$ cat src/rtl/hazard_scoreboard_if.sv
// Issue-side handshake between the instruction issue stage and the hazard scoreboard.
// The issue stage drives the candidate instruction; the scoreboard answers with stall/issue_ack.
interface hazard_scoreboard_if #(
  parameter int ADDR_W = 3,
  parameter int LAT_W  = 3
);
  logic              issue_valid;
  logic              issue_wen;
  logic [ADDR_W-1:0] issue_dest;
  logic [LAT_W-1:0]  issue_lat;
  logic [ADDR_W-1:0] src_1;
  logic [ADDR_W-1:0] src_2;
  logic              src_1_used;
  logic              src_2_used;
  logic              stall;
  logic              issue_ack;

  modport master (
    output issue_valid, issue_wen, issue_dest, issue_lat,
    output src_1, src_2, src_1_used, src_2_used,
    input  stall, issue_ack
  );

  modport slave (
    input  issue_valid, issue_wen, issue_dest, issue_lat,
    input  src_1, src_2, src_1_used, src_2_used,
    output stall, issue_ack
  );
endinterface

$ cat src/rtl/hazard_scoreboard.sv
// Register-write hazard scoreboard: one result-latency countdown per architectural
// register, combinational RAW stall for the presented instruction, saturating stall counter.
module hazard_scoreboard #(
  parameter int ADDR_W = 3,
  parameter int LAT_W  = 3,
  parameter int FWD_EN = 1,
  parameter int PERF_W = 16
) (
  input  logic                     clk,
  input  logic                     rst,
  input  logic                     hazard_en,
  input  logic                     flush,
  hazard_scoreboard_if.slave       issue,
  output logic [(2**ADDR_W)-1:0]   busy,
  output logic [PERF_W-1:0]        stall_count
);

  localparam int NUM_REGS = 2**ADDR_W;

  logic [LAT_W-1:0] cnt_q [1:NUM_REGS-1];
  logic [LAT_W-1:0] cnt_src_1;
  logic [LAT_W-1:0] cnt_src_2;
  logic             hit_1;
  logic             hit_2;
  logic             stall_c;
  logic             ack_c;
  logic             load;

  // With forwarding, a result one cycle from writeback can be bypassed, so only cnt > 1 blocks.
  function automatic logic pending(input logic [LAT_W-1:0] c);
    if (FWD_EN != 0) return c > LAT_W'(1);
    else             return c != '0;
  endfunction

  always_comb begin
    cnt_src_1 = '0;
    cnt_src_2 = '0;
    for (int r = 1; r < NUM_REGS; r++) begin
      if (issue.src_1 == ADDR_W'(r)) cnt_src_1 = cnt_q[r];
      if (issue.src_2 == ADDR_W'(r)) cnt_src_2 = cnt_q[r];
    end
  end

  assign hit_1   = issue.src_1_used && (issue.src_1 != '0) && pending(cnt_src_1);
  assign hit_2   = issue.src_2_used && (issue.src_2 != '0) && pending(cnt_src_2);
  assign stall_c = hazard_en && issue.issue_valid && !flush && (hit_1 || hit_2);
  assign ack_c   = issue.issue_valid && !stall_c && !flush;
  assign load    = ack_c && issue.issue_wen && (issue.issue_dest != '0);

  assign issue.stall     = stall_c;
  assign issue.issue_ack = ack_c;

  always_comb begin
    busy = '0;
    for (int r = 1; r < NUM_REGS; r++) begin
      busy[r] = (cnt_q[r] != '0);
    end
  end

  // A fresh issue overrides the decrement of its destination (latest issue wins on WAW).
  always_ff @(posedge clk or negedge rst) begin
    if (!rst) begin
      for (int r = 1; r < NUM_REGS; r++) cnt_q[r] <= '0;
    end else if (flush) begin
      for (int r = 1; r < NUM_REGS; r++) cnt_q[r] <= '0;
    end else begin
      for (int r = 1; r < NUM_REGS; r++) begin
        if (load && (issue.issue_dest == ADDR_W'(r))) begin
          cnt_q[r] <= issue.issue_lat;
        end else if (cnt_q[r] != '0) begin
          cnt_q[r] <= cnt_q[r] - LAT_W'(1);
        end
      end
    end
  end

  always_ff @(posedge clk or negedge rst) begin
    if (!rst) begin
      stall_count <= '0;
    end else if (stall_c && (stall_count != {PERF_W{1'b1}})) begin
      stall_count <= stall_count + PERF_W'(1);
    end
  end

endmodule

$ cat src/flat_wrapper.sv
// flat-port wrapper written by rule: the top's interface ports become plain ports
module hazard_scoreboard_flat 
#(
  parameter int ADDR_W = 3,
  parameter int LAT_W  = 3,
  parameter int FWD_EN = 1,
  parameter int PERF_W = 16
)
  (clk, rst, hazard_en, flush, busy, stall_count, issue_issue_valid, issue_issue_wen, issue_issue_dest, issue_issue_lat, issue_src_1, issue_src_2, issue_src_1_used, issue_src_2_used, issue_stall, issue_issue_ack);
  hazard_scoreboard_if #(.ADDR_W(ADDR_W), .LAT_W(LAT_W)) issue_i ();
  input  logic clk;
  input  logic rst;
  input  logic hazard_en;
  input  logic flush;
  output logic [(2**ADDR_W)-1:0] busy;
  output logic [PERF_W-1:0] stall_count;
  input wire logic [$bits(issue_i.issue_valid)-1:0] issue_issue_valid;
  input wire logic [$bits(issue_i.issue_wen)-1:0] issue_issue_wen;
  input wire logic [$bits(issue_i.issue_dest)-1:0] issue_issue_dest;
  input wire logic [$bits(issue_i.issue_lat)-1:0] issue_issue_lat;
  input wire logic [$bits(issue_i.src_1)-1:0] issue_src_1;
  input wire logic [$bits(issue_i.src_2)-1:0] issue_src_2;
  input wire logic [$bits(issue_i.src_1_used)-1:0] issue_src_1_used;
  input wire logic [$bits(issue_i.src_2_used)-1:0] issue_src_2_used;
  output wire logic [$bits(issue_i.stall)-1:0] issue_stall;
  output wire logic [$bits(issue_i.issue_ack)-1:0] issue_issue_ack;
  assign issue_i.issue_valid = issue_issue_valid;
  assign issue_i.issue_wen = issue_issue_wen;
  assign issue_i.issue_dest = issue_issue_dest;
  assign issue_i.issue_lat = issue_issue_lat;
  assign issue_i.src_1 = issue_src_1;
  assign issue_i.src_2 = issue_src_2;
  assign issue_i.src_1_used = issue_src_1_used;
  assign issue_i.src_2_used = issue_src_2_used;
  assign issue_stall = issue_i.stall;
  assign issue_issue_ack = issue_i.issue_ack;
  hazard_scoreboard #(.ADDR_W(ADDR_W), .LAT_W(LAT_W), .FWD_EN(FWD_EN), .PERF_W(PERF_W)) u_core (.clk(clk), .rst(rst), .hazard_en(hazard_en), .flush(flush), .issue(issue_i), .busy(busy), .stall_count(stall_count));
endmodule
$ cat config.mk
export PLATFORM = sky130hd
export DESIGN_NAME = hazard_scoreboard_flat
export DESIGN_NICKNAME = d
export VERILOG_FILES = /design/src/rtl/hazard_scoreboard_if.sv /design/src/rtl/hazard_scoreboard.sv /design/src/flat_wrapper.sv
export SDC_FILE = /design/constraint.sdc
export NUM_CORES = 1
export LEC_CHECK = 0
export CAP_MARGIN = 0
export CORE_UTILIZATION = 48
export CTS_CLUSTER_SIZE = 25
export DETAILED_ROUTE_END_ITERATION = 10
export GPL_TIMING_DRIVEN = 0
export PLACE_DENSITY = 0.85
export SLEW_MARGIN = 20
export SYNTH_ARGS = -nofsm -noshare
export SYNTH_HDL_FRONTEND = slang
export SYNTH_SLANG_ARGS = --single-unit
$ cat constraint.sdc
create_clock -name clk -period 2.4 [get_ports clk]
set_clock_uncertainty 0.15 [all_clocks]
set_input_delay 0.48 -clock clk [delete_from_list [all_inputs] [get_ports clk]]
set_output_delay 0.48 -clock clk [all_outputs]
set_load 0.03 [all_outputs]
==> results of run 1 <==
-- cell usage after synthesis, drive strengths merged --
cell     number
nor2         43
dfrtp        37
inv          26
mux2         21
ha           15
nor3         15
xor2         13
o21ai        11
nor2b         9
a21oi         8
nand2         8
xnor2         8
mux2i         7
nand3         7
and3          6
nor3b         6
nand2b        5
buf           4
a211oi        3
clkbuf        3
and2          2
nand4         2
a21boi        1
and4          1
conb          1
mux4          1
nand3b        1
nor4b         1
o2111ai       1
o21bai        1
o311ai        1
o31ai         1
o32a          1
or2           1
-- per-layer routing --
metal	global-route usage, %	vias up
li1	-	1039
met1	28.1	951
met2	38.0	57
met3	4.82	9
met4	8.81	0
met5	0	-
-- through the flow --
stage	TNS (ps)	hold slack (ps)	cells	area [sq um]
final	-1350	354	406	3370
after global routing	-2880	365	406	3370
after CTS	-1270	346	402	3310
after detailed placement	-22100	312	386	3100
after global placement	-24460	324	385	3080
after floorplan	-157	34.4	271	2550
-- cells in the final DEF, fill, tap and decap left out, types with 13 or more instances in the layout --
master	count
clkdlybuf4s50_1	30
dfrtp_1	37
buf_4	14
xor2_1	13
nor2_1	38
inv_1	26
ha_1	15
mux2_2	21
-- power by group --
group          total (mW)  switching, mW  internal (mW)  leakage (nW)
combinational        2.06           1.10          0.959          1.07
sequential          0.934          0.136          0.799         0.495
clock               0.432          0.204          0.228        0.0443
-- kinds of logic after synthesis --
logic type / after synthesis
buffers and inverters: 33
xor gates and xnor gates: 21
adders and majority gates: 15
and+or+nand+nor: 107
other: 1
DFF: 37
muxes: 29
AOI/OAI and AO/OA: 28
-- final cells by class --
type	count	area, sq um
fill	441	1730
sequential	37	926
tap	70	87.6
multi-input combinational	201	1570
clock buffer	7	86.3
inverter	26	97.6
timing repair buffer	58	547
buffer	7	61.3
-- sequential cells by signal (all words and copies together), names as in the netlist --
register / flops
u_core.cnt_q: 21
u_core.stall_count: 16
-- path summary, 6_finish.rpt --
check	end	slack, ps	cells past startpoint
min in group asynchronous	u_core.cnt_q[10]$_DFFE_PN0P_	540	2
max reg2reg	u_core.cnt_q[17]$_DFFE_PN0P_	-150	7
max	issue_stall	-300	8
min	u_core.stall_count[10]$_DFFE_PN0P_	350	1
min reg2reg	u_core.stall_count[10]$_DFFE_PN0P_	350	1
max in group asynchronous	u_core.stall_count[13]$_DFFE_PN0P_	1100	3
-- timing repair --
action | 4_1_cts | 5_1_grt
buffers inserted | 8 | 4
gates resized for setup | 48 | 11
hold buffers | 1 | 0
cloned | 0 | 0
endpoints found under the hold margin | 16 | 0
pin swaps | 8 | 6
setup endpoints to repair | 45 | 36
==> results.cfg, run 1 <==
[die]
die_h_microns = 74.7
die_x_microns = 74.7
die_area_sq_um = 5580
fp.coreArea_sq_um = 5110
pin_count = 46
initial_core_util_pct = 49.7
row_count = 26

[timing]
setup_viol = 10
fmax_ghz = 0.370
rsz0062_at_grt = true
finalHoldViolCount = 0
layout_setup_ws_ps = -301
period_share_pct = 113
final_max_slew_viol_count = 0
slew_headroom_pct = 55.8
worst_slew_pin_slew_ps = 662
final.min_clock_period_ps = 2700

[finish]
syn2layout_area_growth_pct = 33.0
n_antenna_cell = 0
final_util_pct = 66.0
nNetsFinal = 371
drive_gt1_share_pct = 25.0

[cts]
cts_tree = built
htree_levels = 2
cts-root-buf = clkbuf_8
clock_path_buffers = 2
clock_latency_ps = 290
cts_buffers = 5
path_clk_slew_ps = 70
clock-sinks = 37

[placed_design]
place.gp.congestion = 0.830
post-place-ws_ps = -1330
port-buffer-count = 44
dp_hpwl_microns = 4140

[worst_setup_path]
slowest_stage = mux4_2
max_stage_delay_ps = 460
path_class = reg -> out
crit-reg2reg-launch = u_core.cnt_q[5]$_DFFE_PN0P_
start_kind = flip-flop
crit_path_cell_trace = nor2_2, mux4_2, and2_4, o32a_4, buf_8, buf_12, nor3_4, buf_6
crit_arrival_ps = 2070
critPathRequiredTime_ps = 1770
cp-end-kind = primary output
path_buf_inv = 3
cp_top_family = multiplexers
cp-startpoint = u_core.cnt_q[5]$_DFFE_PN0P_
crit_fanout = 3

[global_routing]
grt_pass1_vias = 2032
grt.overflow.total = 0
grt_pass1_wl_microns = 9210
track_usage_pct = 22.5
antenna_found_initial = 0
grt_max_degree = 20

[hold_path]
hp-class = reg -> reg
min_from = u_core.stall_count[10]$_DFFE_PN0P_

[yosys]
yosys_warnings = 0
synth_cells = 271
ys_ff_latch = 37
synth_mux_area_share_pct = 13.0
synth-compound-area-share_pct = 7.40
synthAdderAreaFrac_pct = 7.40
synth_area_leaders = dfrtp_1 (37%), mux2_2 (9.3%), ha_1 (7.4%)
synth_top_family_by_area = simple AND/OR/NAND/NOR gates
synth_top_area_share_pct = 36.5
synth_area_sq_um = 2540
yosys.area_share.simple_pct = 22.6
yosys.cell_types.count = 41
synth_top_area_cell = dfrtp_1
ys_seq_area_share_pct = 36.5
synth-xor-area-share_pct = 7.25
synth_area_per_cell_sq_um = 9.36
syn_nets = 306

[route]
wirelength_microns = 5790
wire_per_inst_microns = 14.3
drt_pass1_iterations = 5
vias = 2056
drtIter0Drc = 82
wl_met3_microns = 254
wl_met1_microns = 2640
ant_nets = 0
wl_met2_microns = 2790
top_layer_used = met4
routed_via_density = 5.06
remaining_drc_errors = 0

[power]
leakage_nw = 1.61
peakVddDrop_uv = 648
finalPower_mw = 3.43
pwr_density_cell_nw_per_um2 = 1020

[job]
max_cap_violations = 0

[outcome]
run_status = finished with violations
failed_checks = negative setup slack
Note: power is estimated with default switching activity, not from simulation.
==> run 2, diff against run 1 <==
--- a/config.mk
+++ b/config.mk
@@ -11,6 +11,7 @@
 export DETAILED_ROUTE_END_ITERATION = 10
 export GPL_TIMING_DRIVEN = 0
 export PLACE_DENSITY = 0.85
+export RECOVER_POWER = 100
 export SLEW_MARGIN = 20
 export SYNTH_ARGS = -nofsm -noshare
 export SYNTH_HDL_FRONTEND = slang
==> results.cfg, run 2 (synthesis gave the netlist of run 1 again) <==
[timing]
final.min_clock_period_ps = 2700
final_max_slew_viol_count = 0
worst_slew_pin_slew_ps = 1070
finalHoldViolCount = 0
slew_headroom_pct = 29.0
fmax_ghz = 0.370
fin_hold_ws_ps = 348
layout_setup_ws_ps = -302
rsz0062_at_grt = true
setup_viol = 10
period_share_pct = 113

[die]
initial_core_util_pct = 49.7
die_h_microns = 74.7
pin_count = 46
fp.coreArea_sq_um = 5110
row_count = 26
die_x_microns = 74.7
die_area_sq_um = 5580

[power]
peakVddDrop_uv = 628
leakage_nw = 1.65
finalPower_mw = 3.41
pwr_density_cell_nw_per_um2 = 1020

[worst_setup_path]
path_class = reg -> out
crit_path_cell_trace = nor2_2, mux4_2, and2_4, o32a_4, buf_8, buf_12, nor3_4, buf_6
ff2ff_path_depth = 7
slowest_stage = mux4_2
crit_arrival_ps = 2070
critPathRequiredTime_ps = 1770
path_buf_inv = 3
crit-reg2reg-launch = u_core.cnt_q[5]$_DFFE_PN0P_
max_stage_delay_ps = 450
cp_top_family = multiplexers
start_kind = flip-flop
r2r_setup_slack_ps = -150
r2r_end = u_core.cnt_q[17]$_DFFE_PN0P_
cp-end-kind = primary output
crit_fanout = 3

[cts]
path_clk_slew_ps = 70
cts_buffers = 5
cts-root-buf = clkbuf_8
clock-sinks = 37
clock_path_buffers = 2
clock_latency_ps = 290
htree_levels = 2
cts_tree = built

[hold_path]
holdPathStages = 1
hp-class = reg -> reg
holdPathEnd = u_core.stall_count[10]$_DFFE_PN0P_
min_from = u_core.stall_count[10]$_DFFE_PN0P_

[finish]
nFillCells = 444
syn2layout_area_growth_pct = 32.1
layout.cells.most_common_list = nor2_1 (38), dfrtp_1 (37), inv_1 (26)
final_common_cell = nor2_1
largest_reg_flops = 21
drive_gt1_share_pct = 24.7
finalInstanceArea_sq_um = 3350
top_register = u_core.cnt_q
final_util_pct = 65.6
nNetsFinal = 371
n_antenna_cell = 0
top_regs = u_core.cnt_q: 21 flops, u_core.stall_count: 16 flops

[placed_design]
dpl-instance-area_sq_um = 3100
place.gp.congestion = 0.830
dp_hpwl_microns = 4140
port-buffer-count = 44

[outcome]
run_status = finished with violations
failed_checks = negative setup slack

[route]
routed_via_density = 5.08
remaining_drc_errors = 0
drtIter0Drc = 87
wirelength_microns = 5770
wire_per_inst_microns = 14.2
drt_pass1_iterations = 4
ant_nets = 0
vias = 2062

[job]
max_cap_violations = 0

[global_routing]
grt_pass1_wl_microns = 9210
track_usage_pct = 22.5
grt_max_degree = 20
antenna_found_initial = 0
grt_pass1_vias = 2032
grt.overflow.total = 0
-- run 2: cell types whose count changed in the layout (fill, tap and decap cells not counted) --
cell | before | now
clkbuf_1 | 4 | 5
buf_16 | 1 | 0
buf_2 | 2 | 1
dlygate4sd3_1 | 1 | 17
clkbuf_2 | 1 | 2
clkdlybuf4s50_1 | 30 | 14
-- run 2: metal layers --
| layer | global-route usage [%] | routed length [microns] | part of all wire [%] |
|---|---|---|---|
| met2 | 38.0 | 2800 | 48 |
| met4 | 8.81 | 90 | 1.6 |
| met5 | 0 | 0 | 0 |
| met1 | 28.1 | 2630 | 46 |
| met3 | 4.82 | 254 | 4.4 |
-- run 2: worst max path at each step --
| stage | startpoint | endpoint | slack, ps | cells past startpoint |
|---|---|---|---|---|
| 3_3_place_gp | issue_src_1[0] | issue_stall | -1310 | 8 |
| 5_1_grt | u_core.cnt_q[5]$_DFFE_PN0P_ | issue_stall | -390 | 8 |
| 6_report | u_core.cnt_q[5]$_DFFE_PN0P_ | issue_stall | -300 | 8 |
| 4_1_cts | u_core.cnt_q[5]$_DFFE_PN0P_ | issue_stall | -350 | 8 |
| 3_5_place_dp | issue_src_1[0] | issue_stall | -1330 | 8 |
| 2_1_floorplan | issue_src_1[0] | issue_stall | -110 | 6 |
-- run 2: stage by stage --
stage	TNS, ps	setup slack (ps)	cells
global placement	-24460	-1310	385
finish	-1330	-302	406
floorplan	-157	-114	271
detailed placement	-22100	-1330	386
global route	-2900	-392	406
CTS	-1270	-345	402
-- run 2: final cells by class --
type                            instances  area (sq um)  share of cell area (%)
Multi-Input combinational cell        201          1570                    46.8
Sequential cell                        37           926                    27.6
Timing Repair Buffer                   58           523                    15.6
Inverter                               26          97.6                    2.91
Tap cell                               70          87.6                    2.61
Clock buffer                            7          86.3                    2.58
Buffer                                  7          61.3                    1.83
-- run 2: where the power goes --
group,internal (mW),switching [mW]
clock network,0.228,0.205
registers,0.799,0.135
logic,0.946,1.10
-- run 2: timing repair --
action / 4_1_cts / 5_1_grt
hold buffers: 1 / 0
pin swaps: 8 / 6
endpoints found under the hold margin: 16 / 0
buffers inserted: 8 / 4
endpoints found under the setup margin: 45 / 36
gates resized for setup: 48 / 11
-- run 2: worst reg2reg max path, delay by kind of cell, from the launching register on --
family / cells / cell delay [ps]
buf+inv: 1 / 160
flops: 1 / 380
mux: 2 / 850
compound gates: 2 / 670
simple gates: 2 / 220
==> run 3, diff against run 2 <==
--- a/config.mk
+++ b/config.mk
@@ -5,8 +5,10 @@
 export SDC_FILE = /design/constraint.sdc
 export NUM_CORES = 1
 export LEC_CHECK = 0
+export ABC_CLOCK_PERIOD_IN_PS = 2400
 export CAP_MARGIN = 0
 export CORE_UTILIZATION = 48
+export CTS_CLUSTER_DIAMETER = 50
 export CTS_CLUSTER_SIZE = 25
 export DETAILED_ROUTE_END_ITERATION = 10
 export GPL_TIMING_DRIVEN = 0
==> results of run 3 <==
The final DEF is identical to that of run 2; final timing and power are the same.
